## src/rtl/shift_arbiter_if.sv

```systemverilog
// shift_arbiter_if: request/response bus between two requesters, one consumer and shift_arbiter
interface shift_arbiter_if;
  logic        i_req_valid_0;
  logic        i_req_valid_1;
  logic        o_req_ready_0;
  logic        o_req_ready_1;
  logic [1:0]  i_req_op_0;
  logic [1:0]  i_req_op_1;
  logic [31:0] i_req_a_0;
  logic [31:0] i_req_a_1;
  logic [4:0]  i_req_shamt_0;
  logic [4:0]  i_req_shamt_1;
  logic        o_rsp_valid;
  logic        i_rsp_ready;
  logic        o_rsp_id;
  logic [31:0] o_rsp_data;
  logic        o_busy;
  modport master (
    output i_req_valid_0, i_req_valid_1, i_req_op_0, i_req_op_1, i_req_a_0, i_req_a_1,
           i_req_shamt_0, i_req_shamt_1, i_rsp_ready,
    input  o_req_ready_0, o_req_ready_1, o_rsp_valid, o_rsp_id, o_rsp_data, o_busy
  );
  modport slave (
    input  i_req_valid_0, i_req_valid_1, i_req_op_0, i_req_op_1, i_req_a_0, i_req_a_1,
           i_req_shamt_0, i_req_shamt_1, i_rsp_ready,
    output o_req_ready_0, o_req_ready_1, o_rsp_valid, o_rsp_id, o_rsp_data, o_busy
  );
endinterface

```

## src/rtl/shift_arbiter.sv

```systemverilog
// shift_arbiter: round-robin arbiter for two requesters feeding a multi-cycle binary-weighted shifter; SHIFT_ARB_ROR_EN turns op 11 into rotate-right instead of pass-through
module shift_arbiter (
  input logic            i_clk,
  input logic            i_rst_n,
  shift_arbiter_if.slave bus
);
  typedef enum logic [1:0] {IDLE, SHIFT, DONE} state_t;
  state_t      state_q, state_d;
  logic [31:0] data_q, data_d;
  logic [4:0]  mask_q, mask_d;
  logic [1:0]  op_q, op_d;
  logic        sign_q, sign_d, id_q, id_d, rr_ptr_q, rr_ptr_d;
  logic        gnt, accept;
  logic [1:0]  sel_op;
  logic [31:0] sel_a, shifted, rot;
  logic [4:0]  sel_shamt, acc_mask, step;
`ifdef SHIFT_ARB_ROR_EN
  assign rot      = (data_q >> step) | (data_q << (6'd32 - {1'b0, step}));
  assign acc_mask = sel_shamt;
`else
  assign rot      = data_q;
  assign acc_mask = (sel_op == 2'b11) ? 5'd0 : sel_shamt;
`endif
  // grant, selected request and the one-hot stage weight (value equals 2^k of the top mask bit)
  always_comb begin
    gnt       = (bus.i_req_valid_0 & bus.i_req_valid_1) ? rr_ptr_q : bus.i_req_valid_1;
    accept    = i_rst_n & (state_q == IDLE) & (bus.i_req_valid_0 | bus.i_req_valid_1);
    sel_op    = gnt ? bus.i_req_op_1 : bus.i_req_op_0;
    sel_a     = gnt ? bus.i_req_a_1 : bus.i_req_a_0;
    sel_shamt = gnt ? bus.i_req_shamt_1 : bus.i_req_shamt_0;
    step      = mask_q[4] ? 5'd16 : mask_q[3] ? 5'd8 : mask_q[2] ? 5'd4 : mask_q[1] ? 5'd2 : {4'd0, mask_q[0]};
    shifted   = (op_q == 2'b00) ? data_q << step
              : (op_q == 2'b01) ? data_q >> step
              : (op_q == 2'b10) ? (data_q >> step) | ({32{sign_q}} & ~(32'hFFFF_FFFF >> step))
              : rot;
  end
  // next state: accept in IDLE, one weighted stage per SHIFT cycle, retire in DONE
  always_comb begin
    state_d  = state_q;
    data_d   = data_q;
    mask_d   = mask_q;
    op_d     = op_q;
    sign_d   = sign_q;
    id_d     = id_q;
    rr_ptr_d = rr_ptr_q;
    if (accept) begin
      data_d  = sel_a;
      mask_d  = acc_mask;
      op_d    = sel_op;
      sign_d  = sel_a[31];
      id_d    = gnt;
      state_d = (acc_mask == 5'd0) ? DONE : SHIFT;
    end else if (state_q == SHIFT) begin
      data_d  = shifted;
      mask_d  = mask_q & ~step;
      state_d = (mask_d == 5'd0) ? DONE : SHIFT;
    end else if (state_q == DONE && bus.i_rsp_ready) begin
      state_d  = IDLE;
      rr_ptr_d = ~id_q;
    end
  end
  // state and datapath registers; reset drops any in-flight operation
  always_ff @(posedge i_clk or negedge i_rst_n) begin
    if (!i_rst_n) begin
      state_q  <= IDLE;
      data_q   <= '0;
      mask_q   <= '0;
      op_q     <= '0;
      sign_q   <= 1'b0;
      id_q     <= 1'b0;
      rr_ptr_q <= 1'b0;
    end else begin
      state_q  <= state_d;
      data_q   <= data_d;
      mask_q   <= mask_d;
      op_q     <= op_d;
      sign_q   <= sign_d;
      id_q     <= id_d;
      rr_ptr_q <= rr_ptr_d;
    end
  end
  assign bus.o_req_ready_0 = accept & ~gnt;
  assign bus.o_req_ready_1 = accept & gnt;
  assign bus.o_rsp_valid   = (state_q == DONE);
  assign bus.o_rsp_id      = id_q;
  assign bus.o_rsp_data    = data_q;
  assign bus.o_busy        = (state_q != IDLE);
endmodule

```

## src/flat_wrapper.sv

```systemverilog
// flat-port wrapper written by rule: the top's interface ports become plain ports
module shift_arbiter_flat 
  (i_clk, i_rst_n, bus_i_req_valid_0, bus_i_req_valid_1, bus_i_req_op_0, bus_i_req_op_1, bus_i_req_a_0, bus_i_req_a_1, bus_i_req_shamt_0, bus_i_req_shamt_1, bus_i_rsp_ready, bus_o_req_ready_0, bus_o_req_ready_1, bus_o_rsp_valid, bus_o_rsp_id, bus_o_rsp_data, bus_o_busy);
  shift_arbiter_if bus_i ();
  input logic i_clk;
  input logic i_rst_n;
  input wire logic [$bits(bus_i.i_req_valid_0)-1:0] bus_i_req_valid_0;
  input wire logic [$bits(bus_i.i_req_valid_1)-1:0] bus_i_req_valid_1;
  input wire logic [$bits(bus_i.i_req_op_0)-1:0] bus_i_req_op_0;
  input wire logic [$bits(bus_i.i_req_op_1)-1:0] bus_i_req_op_1;
  input wire logic [$bits(bus_i.i_req_a_0)-1:0] bus_i_req_a_0;
  input wire logic [$bits(bus_i.i_req_a_1)-1:0] bus_i_req_a_1;
  input wire logic [$bits(bus_i.i_req_shamt_0)-1:0] bus_i_req_shamt_0;
  input wire logic [$bits(bus_i.i_req_shamt_1)-1:0] bus_i_req_shamt_1;
  input wire logic [$bits(bus_i.i_rsp_ready)-1:0] bus_i_rsp_ready;
  output wire logic [$bits(bus_i.o_req_ready_0)-1:0] bus_o_req_ready_0;
  output wire logic [$bits(bus_i.o_req_ready_1)-1:0] bus_o_req_ready_1;
  output wire logic [$bits(bus_i.o_rsp_valid)-1:0] bus_o_rsp_valid;
  output wire logic [$bits(bus_i.o_rsp_id)-1:0] bus_o_rsp_id;
  output wire logic [$bits(bus_i.o_rsp_data)-1:0] bus_o_rsp_data;
  output wire logic [$bits(bus_i.o_busy)-1:0] bus_o_busy;
  assign bus_i.i_req_valid_0 = bus_i_req_valid_0;
  assign bus_i.i_req_valid_1 = bus_i_req_valid_1;
  assign bus_i.i_req_op_0 = bus_i_req_op_0;
  assign bus_i.i_req_op_1 = bus_i_req_op_1;
  assign bus_i.i_req_a_0 = bus_i_req_a_0;
  assign bus_i.i_req_a_1 = bus_i_req_a_1;
  assign bus_i.i_req_shamt_0 = bus_i_req_shamt_0;
  assign bus_i.i_req_shamt_1 = bus_i_req_shamt_1;
  assign bus_i.i_rsp_ready = bus_i_rsp_ready;
  assign bus_o_req_ready_0 = bus_i.o_req_ready_0;
  assign bus_o_req_ready_1 = bus_i.o_req_ready_1;
  assign bus_o_rsp_valid = bus_i.o_rsp_valid;
  assign bus_o_rsp_id = bus_i.o_rsp_id;
  assign bus_o_rsp_data = bus_i.o_rsp_data;
  assign bus_o_busy = bus_i.o_busy;
  shift_arbiter u_core (.i_clk(i_clk), .i_rst_n(i_rst_n), .bus(bus_i));
endmodule
```

## config.mk

```make
export PLATFORM = sky130hd
export DESIGN_NAME = shift_arbiter_flat
export DESIGN_NICKNAME = d
export VERILOG_FILES = /design/src/rtl/shift_arbiter_if.sv /design/src/rtl/shift_arbiter.sv /design/src/flat_wrapper.sv
export SDC_FILE = /design/constraint.sdc
export NUM_CORES = 1
export LEC_CHECK = 0
export ABC_AREA = 1
export CORE_MARGIN = 1.5
export CORE_UTILIZATION = 25
export DETAILED_ROUTE_END_ITERATION = 10
export GPL_ROUTABILITY_DRIVEN = 0
export GPL_TIMING_DRIVEN = 0
export RECOVER_POWER = 50
export SLEW_MARGIN = 20
export SYNTH_ARGS = -nofsm -noshare
export SYNTH_HDL_FRONTEND = slang
export SYNTH_SLANG_ARGS = --single-unit
export TNS_END_PERCENT = 10
```

## constraint.sdc

```tcl
create_clock -name i_clk -period 2.8 [get_ports i_clk]
set_input_delay 0.28 -clock i_clk [delete_from_list [all_inputs] [get_ports i_clk]]
set_output_delay 0.28 -clock i_clk [all_outputs]
set_load 0.05 [all_outputs]
```

Word-level counts from Yosys, hierarchy flattened
Index checks and enable logic that the tools add are counted.
{"block": "totals", "reg_bits": 44, "inputBits": 83, "output_inout_bits": 37, "elab_cells": 62}
{"block": "op_classes", "n_eq_ne": 5, "n_shift": 3, "muxes": 21, "bitwise_logic": 15, "reduce_logical": 11}
{"operator": "$mux W32", "count": 6}
{"operator": "$mux W5", "count": 7}
{"operator": "$and A32 B32 Y32", "count": 1}
{"operator": "$not A32 Y32", "count": 1}
{"operator": "$or A32 B32 Y32", "count": 1}
{"operator": "$shl A32 B5 Y32", "count": 1}
{"operator": "$shr A32 B5 Y32", "count": 1}
{"operator": "$shr A32 B5 Y32 const A", "count": 1}
{"operator": "$mux W2", "count": 7}
{"operator": "$logic_not A5 Y1", "count": 2}
{"operator": "$eq A2 B2 Y1 const B", "count": 3}
{"operator": "$and A1 B1 Y1", "count": 5}
{"operator": "$and A5 B5 Y5", "count": 1}
{"operator": "$not A5 Y5", "count": 1}
{"operator": "$eq A2 B1 Y1 const B", "count": 2}
{"operator": "$logic_not A2 Y1", "count": 2}
{"operator": "$not A1 Y1", "count": 4}
{"operator": "$reduce_bool A2 Y1", "count": 2}
{"operator": "$reduce_bool A4 Y1", "count": 1}
{"operator": "$reduce_and A3 Y1", "count": 1}
{"operator": "$reduce_bool A3 Y1", "count": 1}
{"operator": "$reduce_and A2 Y1", "count": 1}
{"operator": "$logic_and A1 B1 Y1", "count": 1}
{"operator": "$mux W1", "count": 1}
{"operator": "$or A1 B1 Y1", "count": 1}

Longest topological paths before layout
{"block": "depth", "ltp_word": 13, "ltp_mapped": 17, "ltp_nobuf": 15}

Worst setup path before layout
No wires, ideal clock.
{"block": "synth_timing", "kind": "register to register", "from": "register u_core.state_q[0]", "to": "register u_core.data_q[24], in the netlist u_core.bus.o_rsp_data[24]", "setup_ns": 0.087, "arrival_time_ns": 2.050, "t_required_ns": 2.713, "slack_ns": 0.663, "stages_incl_launch_ff": 8, "path_buffers": 2, "period_less_slack_ns": 2.137, "cell_sequence": "dfrtp_1 -> nor2_1 -> nand2_1 -> clkbuf_1 -> nor2_1 -> clkbuf_1 -> a221oi_1 -> a22oi_1"}
{"block": "synth_between", "elab_chain_cells": 5, "elab_cells_between_ends": 8, "classes_between": "eq/ne (1); mux (1); bitwise (2); reduce/logical (4)"}
{"item": "from (decl)", "line": "shift_arbiter.sv:8", "source": "state_t state_q, state_d;"}
{"item": "from (signal assigned)", "line": "shift_arbiter.sv:73", "source": "state_q <= state_d;"}
{"item": "$logic_not A2 Y1", "line": "shift_arbiter.sv:27", "source": "accept = i_rst_n & (state_q == IDLE) & (bus.i_req_valid_0 | bus.i_req_valid_1);"}
{"item": "$and A1 B1 Y1 (2 in series)", "line": "shift_arbiter.sv:27"}
{"item": "$reduce_bool A4 Y1 (no line) or $reduce_bool A2 Y1 (tied branches)"}
{"item": "$reduce_and A2 Y1 (no line)"}
{"item": "to (signal assigned)", "line": "shift_arbiter.sv:74", "source": "data_q <= data_d;"}
{"item": "to (decl)", "line": "shift_arbiter.sv:9", "source": "logic [31:0] data_q, data_d;"}
Several ways; a longest one is shown, not always the timed one.
A chain may end at the register's enable or synchronous reset.

Worst setup path in the final report
{"block": "layout_timing", "from": "input port bus_i_req_valid_1", "to": "output port bus_o_req_ready_0"}
{"block": "layout_between", "elab_chain_cells": 4, "elab_cells_between_ends": 6, "classes_between": "mux (1); bitwise (5)"}
{"item": "from (decl)", "line": "flat_wrapper.sv:8", "source": "input wire logic [$bits(bus_i.i_req_valid_1)-1:0] bus_i_req_valid_1;"}
{"item": "$and A1 B1 Y1", "line": "shift_arbiter.sv:26", "source": "gnt = (bus.i_req_valid_0 & bus.i_req_valid_1) ? rr_ptr_q : bus.i_req_valid_1;"}
{"item": "$mux W1", "line": "shift_arbiter.sv:26"}
{"item": "$not A1 Y1", "line": "shift_arbiter.sv:82", "source": "assign bus.o_req_ready_0 = accept & ~gnt;"}
{"item": "$and A1 B1 Y1 (*)", "line": "shift_arbiter.sv:82"}
{"item": "to (decl)", "line": "flat_wrapper.sv:16", "source": "output wire logic [$bits(bus_i.o_req_ready_0)-1:0] bus_o_req_ready_0;"}
Every way passes the cells marked *; elsewhere a longest branch is shown, timed or not.

==> results.sh <==
export IMPL_outcome="finished clean"
export IMPL_drtPass1Iterations=6
export IMPL_gr_total_overflow=0
export IMPL_postCtsSetupBuffers=0
export IMPL_finalCritPeriodShare_pct=98.7
export IMPL_drt_total_wl_um=28000
export IMPL_final_layout_size_suffix_gt1_share_pct=8.23
export IMPL_synth_sequential_area_ratio_pct=20.5
export IMPL_placedCellCount=1322
export IMPL_postSynthRegisterBits=44
export IMPL_area_growth_pct=32.7
export IMPL_core_area_mm2=0.0211
export IMPL_rrSetupSlack_ps=70
export IMPL_cts_sinks=44
export IMPL_h_tree_depth=2
export IMPL_report_final_setup_viol=0
export IMPL_rr_endpoint="u_core.bus.o_rsp_data[14]"
export IMPL_antenna_cells=0
export IMPL_finish_cell_count_without_fillers=1332
export IMPL_first_iter_violations=1237
export IMPL_first_global_vias=7197
export IMPL_netlist_instances=927
export IMPL_setup_repair_after_global_routing_missed_its_margin="yes"
export IMPL_design_final_nets=1141
export IMPL_worstSetupEndpointType="output port"
export IMPL_dpl_cell_area_mm2=0.00693
export IMPL_final_antenna_net_count=0
export IMPL_track_usage_pct=24.8
export IMPL_post_synth_main_area_contributors="sky130_fd_sc_hd__nand3_1, sky130_fd_sc_hd__dfrtp_1, sky130_fd_sc_hd__nand2_1"
export IMPL_synth_cell_types=39
export IMPL_initial_core_util_pct=25.5
export IMPL_syn_num_nets=1012
export IMPL_worstSkewPairLatency_ps=310
export IMPL_asr_flop_ratio_synth_pct=100
export IMPL_crit_arrival_ps=2480
export IMPL_detail_route_wl_per_cell_um=21.0
export IMPL_clock_tree_buffer_depth=2
export IMPL_yosysTopAreaCell="sky130_fd_sc_hd__nand3_1"
export IMPL_timing_max_slew_rel_slack_pct=2.37
export IMPL_grt_pass1_wl_um=41300
export IMPL_count_of_flip_flops_with_a_built_in_enable_after_synthesis=0
export IMPL_number_of_antenna_violations_at_the_first_check_in_global_routing=0
export IMPL_crit_path_start_kind="input port"
export IMPL_clk_pin_slew_worst_paths_ps=70
export IMPL_root_buffer="sky130_fd_sc_hd__clkbuf_16"
export IMPL_post_route_drc_violation_count=0
export IMPL_critPathMaxFanout=10
export IMPL_dr_total_vias=7704
export IMPL_hold_viol=0
export IMPL_final_critical_path_time_including_i_o_delays_and_setup_ps=2760
export IMPL_timing_fmax_mhz=362
export IMPL_die_w_um=150
export IMPL_filler_cell_count=2379
export IMPL_r2r_start="u_core.mask_q[3]"
export IMPL_maximum_number_of_pins_on_one_net_before_global_route_repair=26
export IMPL_hold_path_class="input port to asynchronous set/reset pin"
export IMPL_postSynthAreaPerCell_um2=5.80
export IMPL_fp_row_count=53
export IMPL_yosysTopAreaCellShare_pct=20.7
export IMPL_cts_buffers_inserted=5
export IMPL_max_slew_worst_pin_slew_ps=1460
export IMPL_tritoncts="yes"
export IMPL_floorplan_die_height_um=150
export IMPL_port_buffers=119
export IMPL_number_of_placed_i_o_pins=120
export IMPL_final_cell_area_mm2=0.00714
export IMPL_dp_hpwl_um=21600
export IMPL_reg2regPathDepth=14
export IMPL_detail_routed_via_count_per_cell=5.78
export IMPL_drv_cap=0
export IMPL_synth_warning_count=0
export IMPL_ys_flop_type="sky130_fd_sc_hd__dfrtp_1"
export IMPL_slew_viol_final=0
export IMPL_floorplan_die_area_mm2=0.0224
export IMPL_critical_path_required_ps=2520
export IMPL_post_synth_instance_area_mm2=0.00538
export IMPL_critPathKind="input port to output port"
export IMPL_worst_clock_skew_ps=3.42
## worst max-delay path, cell delays in order
cell	delay [ps]
sky130_fd_sc_hd__clkdlybuf4s50_1	480
sky130_fd_sc_hd__nor2_1	60
sky130_fd_sc_hd__nor2_1	100
sky130_fd_sc_hd__nand2_1	130
sky130_fd_sc_hd__clkbuf_1	330
sky130_fd_sc_hd__nor2_4	370
sky130_fd_sc_hd__clkbuf_2	310
sky130_fd_sc_hd__clkdlybuf4s15_2	410
## logic make-up (layout without fill, tap and decap cells)
| family | after synthesis | count (layout) | share of synthesized area, % |
|---|---|---|---|
| adder cells (fa/ha/maj) | 2 | 2 | 0.465 |
| flip-flops | 44 | 44 | 20.5 |
| buffers and inverters | 124 | 254 | 10.7 |
| AO/OA/AOI/OAI | 126 | 126 | 14.9 |
| AND/OR/NAND/NOR | 631 | 631 | 53.5 |
## cells in the final DEF, fill, tap and decap left out, drive strengths merged, types with 6 or more instances in the layout
| cell type | synthesis | final |
|---|---|---|
| dlygate4sd3 | 0 | 17 |
| dfrtp | 44 | 44 |
| inv | 61 | 61 |
| clkbuf | 22 | 27 |
| buf | 40 | 43 |
| nand2 | 298 | 298 |
| o21ai | 31 | 31 |
| nor2 | 60 | 60 |
| a21oi | 45 | 45 |
| nand3 | 232 | 232 |
| a22oi | 6 | 6 |
| a221oi | 29 | 29 |
| clkdlybuf4s50 | 0 | 100 |
| nand4 | 33 | 33 |
## repair_timing
item                                   in CTS  in global routing
hold buffers                                2                  0
setup endpoints to repair                   5                 34
gates resized for setup                    14                  7
endpoints found under the hold margin      19                  0
## layout make-up
type | count | area (µm²) | share of cell area, %
plain buffers | 62 | 345 | 4.84
clock buffers | 5 | 125 | 1.75
clock inverters | 3 | 42.5 | 0.596
inverters | 62 | 235 | 3.29
multi-input cells | 759 | 3740 | 52.3
flip-flops and latches | 44 | 1100 | 15.4
well taps | 275 | 344 | 4.82
repair buffers | 122 | 1210 | 16.9
## metrics by stage
step	hold WS [ps]	utilization, %	setup slack [ps]	TNS [ps]
4_1_cts	494	33.9	42.2	0
3_5_place_dp	296	32.9	-885	-8980
2_1_floorplan	-15.6	-	663	0
5_1_grt	83.9	33.9	-91.0	-174
3_3_place_gp	476	32.8	-2530	-74940
6_report	28.9	33.9	37.2	0
## worst max path at each step
stage / from / endpoint / slack, ps / depth (start not counted)
after floorplan: u_core.state_q[0] / u_core.bus.o_rsp_data[24] / 660 / 7
after CTS: u_core.mask_q[1] / u_core.bus.o_rsp_data[8] / 40 / 12
after global routing: bus_i_req_valid_0 / bus_o_req_ready_1 / -90 / 8
final: bus_i_req_valid_1 / bus_o_req_ready_0 / 40 / 8
after global placement: i_rst_n / bus_o_req_ready_1 / -2530 / 8
after detailed placement: i_rst_n / bus_o_req_ready_1 / -890 / 8
## flip-flops by register name (all words and copies together), names as in the netlist
signal,flops
u_core.bus.o_rsp_data,32
u_core.mask_q,5
u_core.op_q,2
u_core.state_q,2
u_core.bus.o_rsp_id,1
u_core.rr_ptr_q,1
u_core.sign_q,1
## metal layers
metal / track usage [%] / up-vias / part of all wire, % / wire (µm)
met5: 0 / - / 0 / 0
met4: 15.6 / 0 / 6.7 / 1890
met3: 8.14 / 121 / 13 / 3600
met2: 37.0 / 612 / 43 / 11900
met1: 30.7 / 3510 / 38 / 10600
li1: - / 3461 / - / -
## cells in the mapped netlist, types with 9 or more instances
cell type,n
sky130_fd_sc_hd__clkbuf_1,22
sky130_fd_sc_hd__nor2_1,55
sky130_fd_sc_hd__nand2_1,290
sky130_fd_sc_hd__inv_1,55
sky130_fd_sc_hd__nand3_2,9
sky130_fd_sc_hd__o21ai_0,26
sky130_fd_sc_hd__buf_2,23
sky130_fd_sc_hd__dfrtp_1,44
sky130_fd_sc_hd__nand4_1,33
sky130_fd_sc_hd__a221oi_1,29
sky130_fd_sc_hd__nand3_1,223
sky130_fd_sc_hd__a21oi_1,45
Power is left out: the tool's default activity adds up to more than one toggle a clock period on the data nets, which glitch-free logic cannot reach.
